File: config.mk
export PLATFORM = sky130hd
export DESIGN_NAME = pipe_ctrl_flat
export DESIGN_NICKNAME = d
export VERILOG_FILES = /design/src/rtl/pipe_ctrl_if.sv /design/src/rtl/pipe_ctrl.sv /design/src/flat_wrapper.sv
export SDC_FILE = /design/constraint.sdc
export NUM_CORES = 1
export LEC_CHECK = 0
export BUFFER_PORTS_ARGS = -buffer_cell sky130_fd_sc_hd__buf_2
export CORE_MARGIN = 4
export CORE_UTILIZATION = 47
export DETAILED_ROUTE_END_ITERATION = 10
export PLACE_DENSITY = 0.77
export SLEW_MARGIN = 15
export SYNTH_ARGS = -nofsm -noshare
export SYNTH_HDL_FRONTEND = slang
export SYNTH_SLANG_ARGS = --single-unit
export TNS_END_PERCENT = 1
File: constraint.sdc
create_clock -name clk -period 2.2 [get_ports clk]
set_input_delay 0.11 -clock clk [delete_from_list [all_inputs] [get_ports clk]]
set_output_delay 0.11 -clock clk [all_outputs]
set_load 0.1 [all_outputs]
File: src/rtl/pipe_ctrl_if.sv
// Hazard/control bundle between the RV64 pipeline stages and pipe_ctrl.
// master: pipeline side (drives hazard info, receives controls).
// slave : pipe_ctrl side.
interface pipe_ctrl_if;
  logic        d_valid;
  logic [4:0]  d_rs1;
  logic [4:0]  d_rs2;
  logic        d_use_rs1;
  logic        d_use_rs2;
  logic        e_valid;
  logic [4:0]  e_dst;
  logic        e_ismem;
  logic        e_branch;
  logic [63:0] e_target;
  logic [1:0]  e_mdu_op;
  logic        i_stall;
  logic        m_stall;
  logic        stall_f;
  logic        stall_d;
  logic        stall_e;
  logic        bubble_e;
  logic        flush_fd;
  logic        redirect_valid;
  logic [63:0] redirect_pc;
  logic        mdu_done;
  logic [1:0]  state_o;

  modport master (
    output d_valid, d_rs1, d_rs2, d_use_rs1, d_use_rs2,
    output e_valid, e_dst, e_ismem, e_branch, e_target, e_mdu_op,
    output i_stall, m_stall,
    input  stall_f, stall_d, stall_e, bubble_e, flush_fd,
    input  redirect_valid, redirect_pc, mdu_done, state_o
  );

  modport slave (
    input  d_valid, d_rs1, d_rs2, d_use_rs1, d_use_rs2,
    input  e_valid, e_dst, e_ismem, e_branch, e_target, e_mdu_op,
    input  i_stall, m_stall,
    output stall_f, stall_d, stall_e, bubble_e, flush_fd,
    output redirect_valid, redirect_pc, mdu_done, state_o
  );
endinterface

File: src/rtl/pipe_ctrl.sv
// pipe_ctrl: stall/flush/redirect sequencer for the 5-stage RV64 pipeline.
// Owns the MUL/DIV occupancy counter and the pending fetch redirect.
// Optional macro PIPE_CTRL_PERF_EN adds 32-bit stall/load-use/redirect
// performance counters.
module pipe_ctrl #(
  parameter int MUL_LAT = 3,
  parameter int DIV_LAT = 65,
  parameter int CNT_W   = 7
) (
  input  logic        clk,
  input  logic        reset,
  pipe_ctrl_if.slave  bus
`ifdef PIPE_CTRL_PERF_EN
  ,
  output logic [31:0] perf_stall,
  output logic [31:0] perf_loaduse,
  output logic [31:0] perf_redirect
`endif
);

  localparam logic [1:0] RUN   = 2'd0;
  localparam logic [1:0] MDU   = 2'd1;
  localparam logic [1:0] REDIR = 2'd2;

  // Counter is loaded with LAT-2: the accepting RUN cycle and the final
  // done cycle are both part of the op's occupancy of execute.
  localparam logic [CNT_W-1:0] MUL_LOAD = CNT_W'(MUL_LAT - 2);
  localparam logic [CNT_W-1:0] DIV_LOAD = CNT_W'(DIV_LAT - 2);

  logic [1:0]       state_q, state_d;
  logic [CNT_W-1:0] cnt_q, cnt_d;
  logic [63:0]      tgt_q, tgt_d;

  logic        stall_f, stall_d, stall_e, bubble_e, flush_fd;
  logic        redirect_valid, mdu_done, lu_bubble;
  logic [63:0] redirect_pc;
  logic        load_use, is_mdu;

  assign load_use = bus.d_valid & bus.e_valid & bus.e_ismem & (bus.e_dst != 5'd0) &
                    ((bus.d_use_rs1 & (bus.d_rs1 == bus.e_dst)) |
                     (bus.d_use_rs2 & (bus.d_rs2 == bus.e_dst)));
  assign is_mdu   = bus.e_valid & ((bus.e_mdu_op == 2'b01) | (bus.e_mdu_op == 2'b10));

  // Next-state and control decode; outputs are forced low while reset is held.
  always_comb begin
    state_d        = state_q;
    cnt_d          = cnt_q;
    tgt_d          = tgt_q;
    stall_f        = 1'b0;
    stall_d        = 1'b0;
    stall_e        = 1'b0;
    bubble_e       = 1'b0;
    flush_fd       = 1'b0;
    redirect_valid = 1'b0;
    redirect_pc    = 64'd0;
    mdu_done       = 1'b0;
    lu_bubble      = 1'b0;
    case (state_q)
      MDU: begin
        if (cnt_q != '0) begin
          stall_f = 1'b1;
          stall_d = 1'b1;
          stall_e = 1'b1;
          cnt_d   = cnt_q - CNT_W'(1);
        end else begin
          mdu_done = 1'b1;
          stall_f  = bus.m_stall;
          stall_d  = bus.m_stall;
          stall_e  = bus.m_stall;
          if (!bus.m_stall) state_d = RUN;
        end
      end
      REDIR: begin
        // The redirect was already accepted, so a memory stall holds the
        // stages but does not block delivering it to fetch.
        flush_fd       = 1'b1;
        bubble_e       = 1'b1;
        redirect_pc    = tgt_q;
        redirect_valid = !bus.i_stall;
        stall_f        = bus.m_stall;
        stall_d        = bus.m_stall;
        stall_e        = bus.m_stall;
        if (!bus.i_stall) state_d = RUN;
      end
      default: begin
        if (bus.m_stall) begin
          stall_f = 1'b1;
          stall_d = 1'b1;
          stall_e = 1'b1;
        end else if (bus.e_valid & bus.e_branch) begin
          flush_fd = 1'b1;
          bubble_e = 1'b1;
          if (!bus.i_stall) begin
            redirect_valid = 1'b1;
            redirect_pc    = bus.e_target;
          end else begin
            tgt_d   = bus.e_target;
            state_d = REDIR;
          end
        end else if (is_mdu) begin
          stall_f = 1'b1;
          stall_d = 1'b1;
          stall_e = 1'b1;
          cnt_d   = (bus.e_mdu_op == 2'b01) ? MUL_LOAD : DIV_LOAD;
          state_d = MDU;
        end else if (load_use) begin
          stall_f   = 1'b1;
          stall_d   = 1'b1;
          bubble_e  = 1'b1;
          lu_bubble = 1'b1;
        end
      end
    endcase
    if (reset) begin
      stall_f        = 1'b0;
      stall_d        = 1'b0;
      stall_e        = 1'b0;
      bubble_e       = 1'b0;
      flush_fd       = 1'b0;
      redirect_valid = 1'b0;
      redirect_pc    = 64'd0;
      mdu_done       = 1'b0;
      lu_bubble      = 1'b0;
    end
  end

  // Sequencer state, MDU counter and pending redirect target.
  always_ff @(posedge clk) begin
    if (reset) begin
      state_q <= RUN;
      cnt_q   <= '0;
      tgt_q   <= 64'd0;
    end else begin
      state_q <= state_d;
      cnt_q   <= cnt_d;
      tgt_q   <= tgt_d;
    end
  end

  assign bus.stall_f        = stall_f;
  assign bus.stall_d        = stall_d;
  assign bus.stall_e        = stall_e;
  assign bus.bubble_e       = bubble_e;
  assign bus.flush_fd       = flush_fd;
  assign bus.redirect_valid = redirect_valid;
  assign bus.redirect_pc    = redirect_pc;
  assign bus.mdu_done       = mdu_done;
  assign bus.state_o        = state_q;

`ifdef PIPE_CTRL_PERF_EN
  logic [31:0] perf_stall_q, perf_stall_d;
  logic [31:0] perf_loaduse_q, perf_loaduse_d;
  logic [31:0] perf_redirect_q, perf_redirect_d;

  // Event counters wrap naturally at 2^32.
  always_comb begin
    perf_stall_d    = perf_stall_q + 32'(stall_e);
    perf_loaduse_d  = perf_loaduse_q + 32'(lu_bubble);
    perf_redirect_d = perf_redirect_q + 32'(redirect_valid);
  end

  // Performance counter registers.
  always_ff @(posedge clk) begin
    if (reset) begin
      perf_stall_q    <= 32'd0;
      perf_loaduse_q  <= 32'd0;
      perf_redirect_q <= 32'd0;
    end else begin
      perf_stall_q    <= perf_stall_d;
      perf_loaduse_q  <= perf_loaduse_d;
      perf_redirect_q <= perf_redirect_d;
    end
  end

  assign perf_stall    = perf_stall_q;
  assign perf_loaduse  = perf_loaduse_q;
  assign perf_redirect = perf_redirect_q;
`endif

endmodule

File: src/flat_wrapper.sv
// flat-port wrapper written by rule: the top's interface ports become plain ports
module pipe_ctrl_flat 
#(
  parameter int MUL_LAT = 3,
  parameter int DIV_LAT = 65,
  parameter int CNT_W   = 7
)
  (clk, reset, bus_d_valid, bus_d_rs1, bus_d_rs2, bus_d_use_rs1, bus_d_use_rs2, bus_e_valid, bus_e_dst, bus_e_ismem, bus_e_branch, bus_e_target, bus_e_mdu_op, bus_i_stall, bus_m_stall, bus_stall_f, bus_stall_d, bus_stall_e, bus_bubble_e, bus_flush_fd, bus_redirect_valid, bus_redirect_pc, bus_mdu_done, bus_state_o);
  pipe_ctrl_if bus_i ();
  input  logic clk;
  input  logic reset;
  input wire logic [$bits(bus_i.d_valid)-1:0] bus_d_valid;
  input wire logic [$bits(bus_i.d_rs1)-1:0] bus_d_rs1;
  input wire logic [$bits(bus_i.d_rs2)-1:0] bus_d_rs2;
  input wire logic [$bits(bus_i.d_use_rs1)-1:0] bus_d_use_rs1;
  input wire logic [$bits(bus_i.d_use_rs2)-1:0] bus_d_use_rs2;
  input wire logic [$bits(bus_i.e_valid)-1:0] bus_e_valid;
  input wire logic [$bits(bus_i.e_dst)-1:0] bus_e_dst;
  input wire logic [$bits(bus_i.e_ismem)-1:0] bus_e_ismem;
  input wire logic [$bits(bus_i.e_branch)-1:0] bus_e_branch;
  input wire logic [$bits(bus_i.e_target)-1:0] bus_e_target;
  input wire logic [$bits(bus_i.e_mdu_op)-1:0] bus_e_mdu_op;
  input wire logic [$bits(bus_i.i_stall)-1:0] bus_i_stall;
  input wire logic [$bits(bus_i.m_stall)-1:0] bus_m_stall;
  output wire logic [$bits(bus_i.stall_f)-1:0] bus_stall_f;
  output wire logic [$bits(bus_i.stall_d)-1:0] bus_stall_d;
  output wire logic [$bits(bus_i.stall_e)-1:0] bus_stall_e;
  output wire logic [$bits(bus_i.bubble_e)-1:0] bus_bubble_e;
  output wire logic [$bits(bus_i.flush_fd)-1:0] bus_flush_fd;
  output wire logic [$bits(bus_i.redirect_valid)-1:0] bus_redirect_valid;
  output wire logic [$bits(bus_i.redirect_pc)-1:0] bus_redirect_pc;
  output wire logic [$bits(bus_i.mdu_done)-1:0] bus_mdu_done;
  output wire logic [$bits(bus_i.state_o)-1:0] bus_state_o;
  assign bus_i.d_valid = bus_d_valid;
  assign bus_i.d_rs1 = bus_d_rs1;
  assign bus_i.d_rs2 = bus_d_rs2;
  assign bus_i.d_use_rs1 = bus_d_use_rs1;
  assign bus_i.d_use_rs2 = bus_d_use_rs2;
  assign bus_i.e_valid = bus_e_valid;
  assign bus_i.e_dst = bus_e_dst;
  assign bus_i.e_ismem = bus_e_ismem;
  assign bus_i.e_branch = bus_e_branch;
  assign bus_i.e_target = bus_e_target;
  assign bus_i.e_mdu_op = bus_e_mdu_op;
  assign bus_i.i_stall = bus_i_stall;
  assign bus_i.m_stall = bus_m_stall;
  assign bus_stall_f = bus_i.stall_f;
  assign bus_stall_d = bus_i.stall_d;
  assign bus_stall_e = bus_i.stall_e;
  assign bus_bubble_e = bus_i.bubble_e;
  assign bus_flush_fd = bus_i.flush_fd;
  assign bus_redirect_valid = bus_i.redirect_valid;
  assign bus_redirect_pc = bus_i.redirect_pc;
  assign bus_mdu_done = bus_i.mdu_done;
  assign bus_state_o = bus_i.state_o;
  pipe_ctrl #(.MUL_LAT(MUL_LAT), .DIV_LAT(DIV_LAT), .CNT_W(CNT_W)) u_core (.clk(clk), .reset(reset), .bus(bus_i));
endmodule
==> results of run 1 <==
-- per-layer routing --
metal	routed length [um]	share of wire [%]	track usage (%)
met1	5380	36	29.6
met2	7750	53	45.3
met3	1140	7.7	8.05
met4	492	3.3	11.6
met5	0	0	0
-- through the flow --
stage	std cells	hold slack, ns	util [%]	cell area (um2)	TNS [ns]
after floorplan	619	0.246	-	4340	-60.36
after global placement	859	0.361	71.2	6270	0
after detailed placement	859	0.370	71.2	6270	0
after CTS	894	0.0000343	76.9	6770	-4.97
after global routing	899	0.000772	79.0	6960	-5.17
final	899	0.00757	79.0	6960	-0.657
-- cell families after synthesis --
kind of cell	synth area share (%)
flops	34.1
simple gates	33.4
compound gates	22.1
xor+xnor	2.05
mux	0.234
fa+ha+maj	1.46
buf+inv	6.61
-- cell type report --
class,count,area (um2),share of cell area (%)
Sequential cell,73,1470,21.2
Timing Repair Buffer,202,2330,33.5
Clock inverter,7,55.1,0.791
Clock buffer,9,124,1.78
Multi-Input combinational cell,487,2780,40.0
Inverter,13,56.3,0.809
Tap cell,108,135,1.94
-- how the worst max path moves through the flow --
stage	start	endpoint
final	u_core.bus.state_o[0]	bus_stall_f
after global routing	u_core.bus.state_o[0]	bus_stall_f
after CTS	u_core.bus.state_o[0]	bus_redirect_pc[12]
after detailed placement	u_core.cnt_q[0]	bus_stall_f
after global placement	u_core.cnt_q[0]	bus_stall_d
after floorplan	u_core.bus.state_o[0]	bus_redirect_pc[11]
-- worst min-delay path, cell delays in order --
cell,delay (ns)
buf_2,0.10
nand2_1,0.05
a21oi_1,0.05
-- state kept, by name (all words and copies together), names as in the netlist --
name,flops
u_core.tgt_q,64
u_core.cnt_q,7
u_core.bus.state_o,2
-- where the power goes --
| part | internal (uW) | switching, uW |
|---|---|---|
| Combinational | 406 | 706 |
| Sequential | 1360 | 34.4 |
| Clock | 416 | 547 |
| Total | 2180 | 1290 |
-- cell usage in the layout (no fill, tap or decap), types with 3 or more instances in the layout --
cell type      Yosys  routed
buf_12             0      77
dlygate4sd3_1      0      10
buf_8              0       3
nor2_1            72      30
dfxtp_4            0       3
nand2b_1           4       3
dfxtp_1           73      69
inv_1             13      10
nor4_1             5       4
xor2_1             8       8
buf_4              7      16
ha_1               5       3
nand2_1          138     138
clkinv_4           0       3
o21ai_0            9       7
o32ai_1            4       4
a21oi_1          131     130
clkbuf_8           0       9
nor2_2             0      41
buf_6              1       3
buf_2             22      92
nor2b_1           65      64
-- timing repair --
action / 4_1_cts / 5_1_grt
endpoints found under the hold margin: 9 / 1
resized for setup: 29 / 55
endpoints found under the setup margin: 68 / 72
gates cloned: 3 / 0
hold buffers: 9 / 1
setup buffers: 7 / 5
pin swaps: 9 / 11
==> run metrics, run 1 <==
status=finished, violations left; failing checks=negative setup slack; drt wl/cell=16.4 um; Finish-stage setup viols=29; critical path class=reg2out; Fin. Hold Viols=0; Yosys cell types=51; # IOs=164; Worst Hold End=u_core.tgt_q[7]; Num CTS Buffers=9; Synthesis Warnings=0; Cells after Synth=619; main flop type after synthesis=dfxtp_1; actual slew at the worst max-slew pin=0.815 ns; Die Height=103 um; via count=5001; DIE AREA=10700 um2; Final Critical Period=2.30 ns; # fillers=573; VDD IR max=0.479 mV; Placer Congestion=0.951; CORE AREA=8810 um2; initial antenna violation count=0; layout cell share with drive strength beyond 1=36.0%; Final #Nets=882; RSZ-0062 raised after global routing=yes; CP arrival=2.19 ns; DPL Wire Length=9830 um; Yosys reg bits=73; R2R Setup Slk=0.11 ns; Crit path max-delay family=buffers and inverters; PD cells=499 nW/um2; Clk Latency, worst-skew pair=0.35 ns; H-Tree Level Count=3; Worst Reg-to-Reg Cells=7; Syn Area/Cell=6.91 um2; Area Growth Syn to Fin=62.5%; min-delay src=bus_e_target[7]; slowest CP cell=dfxtp_4; CTS root buffer=clkbuf_8; startpoint types=register; Synth Cell Area=4280 um2; max-cap violation count=0; # diodes=0; drt first pass iters=5; clock tree buffer depth=2; R2R Path Start=u_core.bus.state_o[0]; largest net degree at the start of global routing=75; Iter 0 DRT Violations=234; Yosys top cell by area=dfxtp_1; syn nets=715; register area share after synthesis=34.1%; cells along the critical path=buf_4, ha_1, a21oi_1, a31oi_2, buf_4, o211ai_1, buf_4, o41ai_4, buf_12; Setup crit end kind=primary output; crit-path most repeated cell=buf_4; number of port buffers=163; CTS tree=done; clk sink count=73; clock-pin slew on the worst setup and hold paths=0.09 ns; vias per cell=5.56; Post-Route Skew=0.00834 ns; Max Fanout on Critical Path=2; GRT overflow=0; first-pass GRT wire length=22500 um; stages on the worst setup path=9; post-synth top area share=34.1%; drt drc=0; crit share post-route=104%; GRT Overall Usage=26.2%; top-count cell post-synth=nand2_1; wirelength, routed=14800 um; WP buf/inv=4; Tightest Hold Check Type=in2reg; synth top area cells=dfxtp_1 34%, a21oi_1 15%, nand2_1 12%; vias in the first global route=4863; Initial Util=48.6%; Max-slew headroom=45.7%; Crit Reg-Reg Endpoint=u_core.cnt_q[4]; Fmax=0.435 GHz; WHS Path Cells=3; fin. max-slew vios=0; final worst slack=-0.0980 ns; FP Rows=34; Die Span X=103 um; DRT antenna net count=0; EDFF count, synth=0; Worst Path Required=2.09 ns; dpl ws=0.123 ns; P_leak=0.00258 uW; largest stage delay on the critical path=0.36 ns; Pwr Total=3470 uW; Post-synth top cells=138 x nand2_1, 131 x a21oi_1, 73 x dfxtp_1; Post-synth ARST share=0%
Note: power is estimated with default switching activity, not from simulation.
==> run 2, diff against run 1 <==
- CELL_PAD_IN_SITES_DETAIL_PLACEMENT: default -> 0
- CELL_PAD_IN_SITES_GLOBAL_PLACEMENT: default -> 1
- CORE_UTILIZATION: 47 -> 34
- PLACE_DENSITY: 0.77 -> 0.81
- RECOVER_POWER: default -> 50
==> run metrics, run 2 (synthesis gave the netlist of run 1 again) <==
vias per cell=5.00 (was 5.56); RSZ-0062 raised after global routing=yes (unchanged); DPL Wire Length=9390 um (was 9830 um); FP Rows=40 (was 34); drt first pass iters=4 (was 5); final worst slack=-0.000465 ns (was -0.0980 ns); P_leak=0.00256 uW (was 0.00258 uW); Critical path destination=bus_stall_f (unchanged); # IOs=164 (unchanged); vias in the first global route=4516 (was 4863); Worst Path Required=2.09 ns (about the same); Worst Reg-to-Reg Cells=8 (was 7); first-pass GRT wire length=22200 um (was 22500 um); DRT antenna net count=0 (unchanged); slowest CP cell=dfxtp_2 (was dfxtp_4); Hold Slack=0.0211 ns (was 0.00757 ns); crit share post-route=100% (was 104%); largest stage delay on the critical path=0.34 ns (was 0.36 ns); drt drc=0 (unchanged); Max-slew headroom=17.3% (was 45.7%); Top reg by flops=u_core.tgt_q (unchanged); Post-Route Skew=0.00800 ns (was 0.00834 ns); Die Span X=120 um (was 103 um); layout cell share with drive strength beyond 1=35.1% (was 36.0%); commonest non-fill, non-tap cells in the layout=138 x nand2_1, 131 x a21oi_1, 92 x buf_2 (was 138 x nand2_1, 130 x a21oi_1, 92 x buf_2); H-Tree Level Count=3 (unchanged); Setup crit start=u_core.cnt_q[0] (was u_core.bus.state_o[0]); Final #Nets=864 (was 882); actual slew at the worst max-slew pin=1.25 ns (was 0.815 ns); via count=4703 (was 5001); Crit Reg-Reg Endpoint=u_core.tgt_q[52] (was u_core.cnt_q[4]); GRT overflow=0 (unchanged); max-cap violation count=0 (unchanged); initial antenna violation count=0 (unchanged); CORE AREA=12200 um2 (was 8810 um2); R2R Path Start=u_core.bus.state_o[0] (unchanged); startpoint types=register (unchanged); Area Growth Syn to Fin=61.9% (was 62.5%); fin. max-slew vios=0 (unchanged); Hold-fix buffers, CTS=0 (was 9); Iter 0 DRT Violations=220 (was 234); R2R Setup Slk=0.12 ns (was 0.11 ns); Fmax=0.454 GHz (was 0.435 GHz); Fin. Hold Viols=0 (unchanged); Setup crit end kind=primary output (unchanged); CTS root buffer=clkbuf_16 (was clkbuf_8); design area=6930 um2 (was 6960 um2); clock tree buffer depth=2 (unchanged); DIE AREA=14400 um2 (was 10700 um2); # diodes=0 (unchanged); Num CTS Buffers=9 (unchanged); wirelength, routed=13900 um (was 14800 um); critical path class=reg2out (unchanged); Largest register FFs=64 (unchanged); Finish-stage setup viols=1 (was 29); PD cells=598 nW/um2 (was 499 nW/um2); VDD IR max=0.349 mV (was 0.479 mV); Pwr Total=4140 uW (was 3470 uW); Clk Latency, worst-skew pair=0.34 ns (was 0.35 ns); clock-pin slew on the worst setup and hold paths=0.06 ns (was 0.09 ns); Die Height=120 um (was 103 um); dpl ws=0.173 ns (was 0.123 ns); commonest non-fill, non-tap cell in the layout=nand2_1 (unchanged); # fillers=1102 (was 573); Placer Congestion=0.946 (was 0.951); cells along the critical path=inv_4, ha_4, nor3b_4, a31oi_2, o21ai_2, o41ai_4, buf_4, buf_12 (was buf_4, ha_1, a21oi_1, a31oi_2, buf_4, o211ai_1, buf_4, o41ai_4, buf_12); clk sink count=73 (unchanged); status=finished, violations left (unchanged); drt wl/cell=14.8 um (was 16.4 um); failing checks=negative setup slack (unchanged); Post-DP Area=6320 um2 (was 6270 um2); largest net degree at the start of global routing=75 (unchanged); CTS tree=done (unchanged); Final Critical Period=2.20 ns (was 2.30 ns); Tightest Hold Check Type=in2reg (unchanged); number of port buffers=163 (unchanged); Initial Util=35.2% (was 48.6%); GRT Overall Usage=18.7% (was 26.2%); Max Fanout on Critical Path=6 (was 2); CP arrival=2.09 ns (was 2.19 ns)
## run 2: cell types whose count changed in the layout (fill, tap and decap cells not counted), moves of 3 or more
| cell | delta |
|---|---|
| clkbuf_16 | +10 |
| dlygate4sd3_1 | -10 |
| clkbuf_8 | -8 |
| buf_12 | -7 |
| buf_4 | -7 |
| buf_8 | -3 |
| bufinv_16 | +3 |
## run 2: worst min path at each step
stage	from	end	cells after the start
final	bus_e_target[23]	u_core.tgt_q[23]	3
after global routing	bus_e_target[31]	u_core.tgt_q[31]	3
after detailed placement	bus_e_target[23]	u_core.tgt_q[23]	3
after CTS	bus_e_target[23]	u_core.tgt_q[23]	3
after global placement	bus_e_target[3]	u_core.tgt_q[3]	3
after floorplan	bus_e_target[0]	u_core.tgt_q[0]	2
## run 2: metal layers
layer | wire [um] | up-vias | global-route usage (%)
li1 | - | 2353 | -
met1 | 6030 | 2219 | 23.3
met2 | 6970 | 120 | 32.1
met3 | 719 | 11 | 3.93
met4 | 193 | 0 | 6.51
met5 | 0 | - | 0
## run 2: metrics by stage
stage	std cells	util (%)	setup TNS, ns
floorplan	619	-	-60.36
global placement	920	52.0	0
detailed placement	920	52.0	0
CTS	939	55.9	-0.700
global route	941	57.0	-2.72
finish	941	57.0	-0.000465
## run 2: repair_timing
action,4_1_cts,5_1_grt
endpoints found under the hold margin,0,0
setup endpoints to repair,69,68
setup buffers,2,1
cloned,1,1
pin swaps,4,8
gates resized for setup,26,43
## run 2: power by group
part / internal, uW / switching (uW)
Sequential: 1360 / 33.3
Clock: 1140 / 578
Combinational: 354 / 674
## run 2: layout make-up
| class | instances | area (um2) | share of cell area [%] |
|---|---|---|---|
| clock buffer | 10 | 239 | 3.45 |
| clock inverter | 6 | 113 | 1.62 |
| inverter | 13 | 56.3 | 0.812 |
| multi-input combinational | 487 | 2770 | 40.0 |
| sequential | 73 | 1470 | 21.2 |
| tap | 168 | 210 | 3.03 |
| timing repair buffer | 184 | 2070 | 29.9 |
## run 2: worst max-delay path: cells and delay by family (launching register included)
| kind | cells | cell delay, ns |
|---|---|---|
| compound gates | 3 | 0.70 |
| simple gates | 1 | 0.15 |
| flops | 1 | 0.34 |
| buf+inv | 3 | 0.41 |
| fa+ha+maj | 1 | 0.16 |
==> run 3, diff against run 2 <==
- HOLD_SLACK_MARGIN: default -> 0.1
==> run metrics, run 3 (synthesis gave the netlist of run 1 again) <==
combined area of the multi-input logic cells=2740 um2 (was 2770 um2); Tightest Hold Check Type=in2reg (unchanged); vias in the first global route=4826 (was 4516); Clk Latency, worst-skew pair=0.34 ns (about the same); number of port buffers=163 (unchanged); # diodes=0 (unchanged); Post-Route Skew=0.00747 ns (was 0.00800 ns); critical path class=reg2out (unchanged); vias per cell=4.93 (was 5.00); clk sink count=73 (unchanged); dpl cells=920 (unchanged); startpoint types=register (unchanged); initial antenna violation count=0 (unchanged); first-pass GRT wire length=23600 um (was 22200 um); fin. max-slew vios=0 (unchanged); min-delay src=bus_e_branch (was bus_e_target[23]); WP buf/inv=3 (unchanged); commonest non-fill, non-tap cells in the layout=138 x nand2_1, 129 x a21oi_1, 93 x buf_2 (was 138 x nand2_1, 131 x a21oi_1, 92 x buf_2); Die Height=120 um (unchanged); R2R Path Start=u_core.bus.state_o[0] (unchanged); drt first pass iters=4 (unchanged); commonest non-fill, non-tap cell in the layout=nand2_1 (unchanged); Hold Slack=0.141 ns (was 0.0211 ns); CP arrival=2.11 ns (was 2.09 ns); Worst Path Required=2.09 ns (about the same); CORE AREA=12200 um2 (unchanged); Num CTS Buffers=9 (unchanged); layout cell share with drive strength beyond 1=31.9% (was 35.1%); clock-pin slew on the worst setup and hold paths=0.06 ns (about the same); # IOs=164 (unchanged); Fmax=0.451 GHz (was 0.454 GHz); Area Growth Syn to Fin=76.2% (was 61.9%); Placer Congestion=0.946 (unchanged); drt drc=0 (unchanged); Crit path max-delay family=compound AO/OA/AOI/OAI gates (unchanged); clock tree buffer depth=2 (unchanged); actual slew at the worst max-slew pin=1.21 ns (was 1.25 ns); DIE AREA=14400 um2 (unchanged); RSZ-0062 raised after global routing=yes (unchanged); P_leak=0.00283 uW (was 0.00256 uW); H-Tree Level Count=3 (unchanged); Top reg by flops=u_core.tgt_q (unchanged); # fillers=1033 (was 1102); final worst slack=-0.0188 ns (was -0.000465 ns); GRT overflow=0 (unchanged); DPL Wire Length=9390 um (unchanged); largest net degree at the start of global routing=75 (unchanged); Max-slew headroom=19.5% (was 17.3%); DRT antenna net count=0 (unchanged); CTS tree=done (unchanged); PD cells=560 nW/um2 (was 598 nW/um2); Setup crit start=u_core.cnt_q[0] (unchanged); CTS root buffer=clkbuf_16 (unchanged); status=finished, violations left (unchanged); failing checks=negative setup slack (unchanged); Iter 0 DRT Violations=248 (was 220); slowest CP cell=dfxtp_2 (unchanged); FP Rows=40 (unchanged); drt wl/cell=14.5 um (was 14.8 um); Finish-stage setup viols=2 (was 1); Die Span X=120 um (unchanged); Final #Nets=928 (was 864); Setup crit end kind=primary output (unchanged); Max Fanout on Critical Path=6 (unchanged); Finished Layout Cells=1005 (was 941); Seq. cell area=1470 um2 (unchanged); GRT Overall Usage=19.8% (was 18.7%); Final Util=62.0% (was 57.0%); crit share post-route=101% (was 100%); Initial Util=35.2% (unchanged); largest stage delay on the critical path=0.34 ns (about the same); max-cap violation count=0 (unchanged); via count=4951 (was 4703); wirelength, routed=14600 um (was 13900 um); VDD IR max=0.348 mV (was 0.349 mV); Largest register FFs=64 (unchanged); Final Critical Period=2.22 ns (was 2.20 ns); Fin. Hold Viols=0 (unchanged); cells along the critical path=inv_4, ha_2, nor3b_4, a31oi_2, o21ai_2, o41ai_4, buf_4, buf_12 (was inv_4, ha_4, nor3b_4, a31oi_2, o21ai_2, o41ai_4, buf_4, buf_12)
[run 3: changes by cell type in the layout (fill, tap and decap cells not counted), moves of 2 or more]
cell           previous run  this run
dlygate4sd3_1             0        64
nor2_1                   32        39
nor2_2                   40        33
buf_4                     9        12
a21oi_1                 131       129
a21oi_2                   1         3
clkbuf_2                  2         0
ha_2                      0         2
ha_4                      3         1
[run 3: worst min-delay path, stage by stage]
cell     delay, ns
buf_2         0.15
nand3_4       0.09
o32ai_1       0.08
[run 3: per-stage QoR]
step | power [uW] | TNS [ns] | setup slack [ns] | cell area [um2]
global route | 4400 | -2.02 | -0.0859 | 7540
CTS | 4220 | -0.700 | -0.0377 | 7430
floorplan | 2040 | -60.36 | -0.916 | 4340
global placement | 2360 | 0 | 0.200 | 6320
finish | 4230 | -0.0361 | -0.0188 | 7540
detailed placement | 2370 | 0 | 0.173 | 6320
[run 3: path summary, 6_finish.rpt]
path,endpoint,depth (start not counted),slack (ns)
max reg2reg,u_core.tgt_q[57],8,0.15
max,bus_stall_f,8,-0.02
min,u_core.bus.state_o[1],3,0.14
min reg2reg,u_core.tgt_q[46],2,0.45
[run 3: area by class of cell]
type / count / area share, %
clock buffers: 10 / 3.17
inverters: 13 / 0.713
multi-input cells: 487 / 36.3
well taps: 168 / 2.79
flip-flops and latches: 73 / 19.5
repair buffers: 248 / 36.0
clock inverters: 6 / 1.49
[run 3: report_power, final]
group	internal (uW)	switching, uW	total (uW)
Combinational	426	686	1110
Sequential	1360	32.1	1390
Clock	1140	578	1720
[run 3: layer usage]
layer	track usage (%)	part of all wire (%)	up-vias
met5	0	0	-
met3	3.04	4.2	15
met4	6.66	1.4	0
met1	24.5	43	2319
li1	-	-	2482
met2	35.1	51	135
[run 3: timing repair]
| action | 4_1_cts | 5_1_grt |
|---|---|---|
| pin swaps | 4 | 7 |
| hold buffers | 64 | 0 |
| setup endpoints to repair | 69 | 68 |
| cloned | 1 | 1 |
| setup buffers | 2 | 1 |
| resized for setup | 26 | 34 |
| hold endpoints to repair | 64 | 0 |
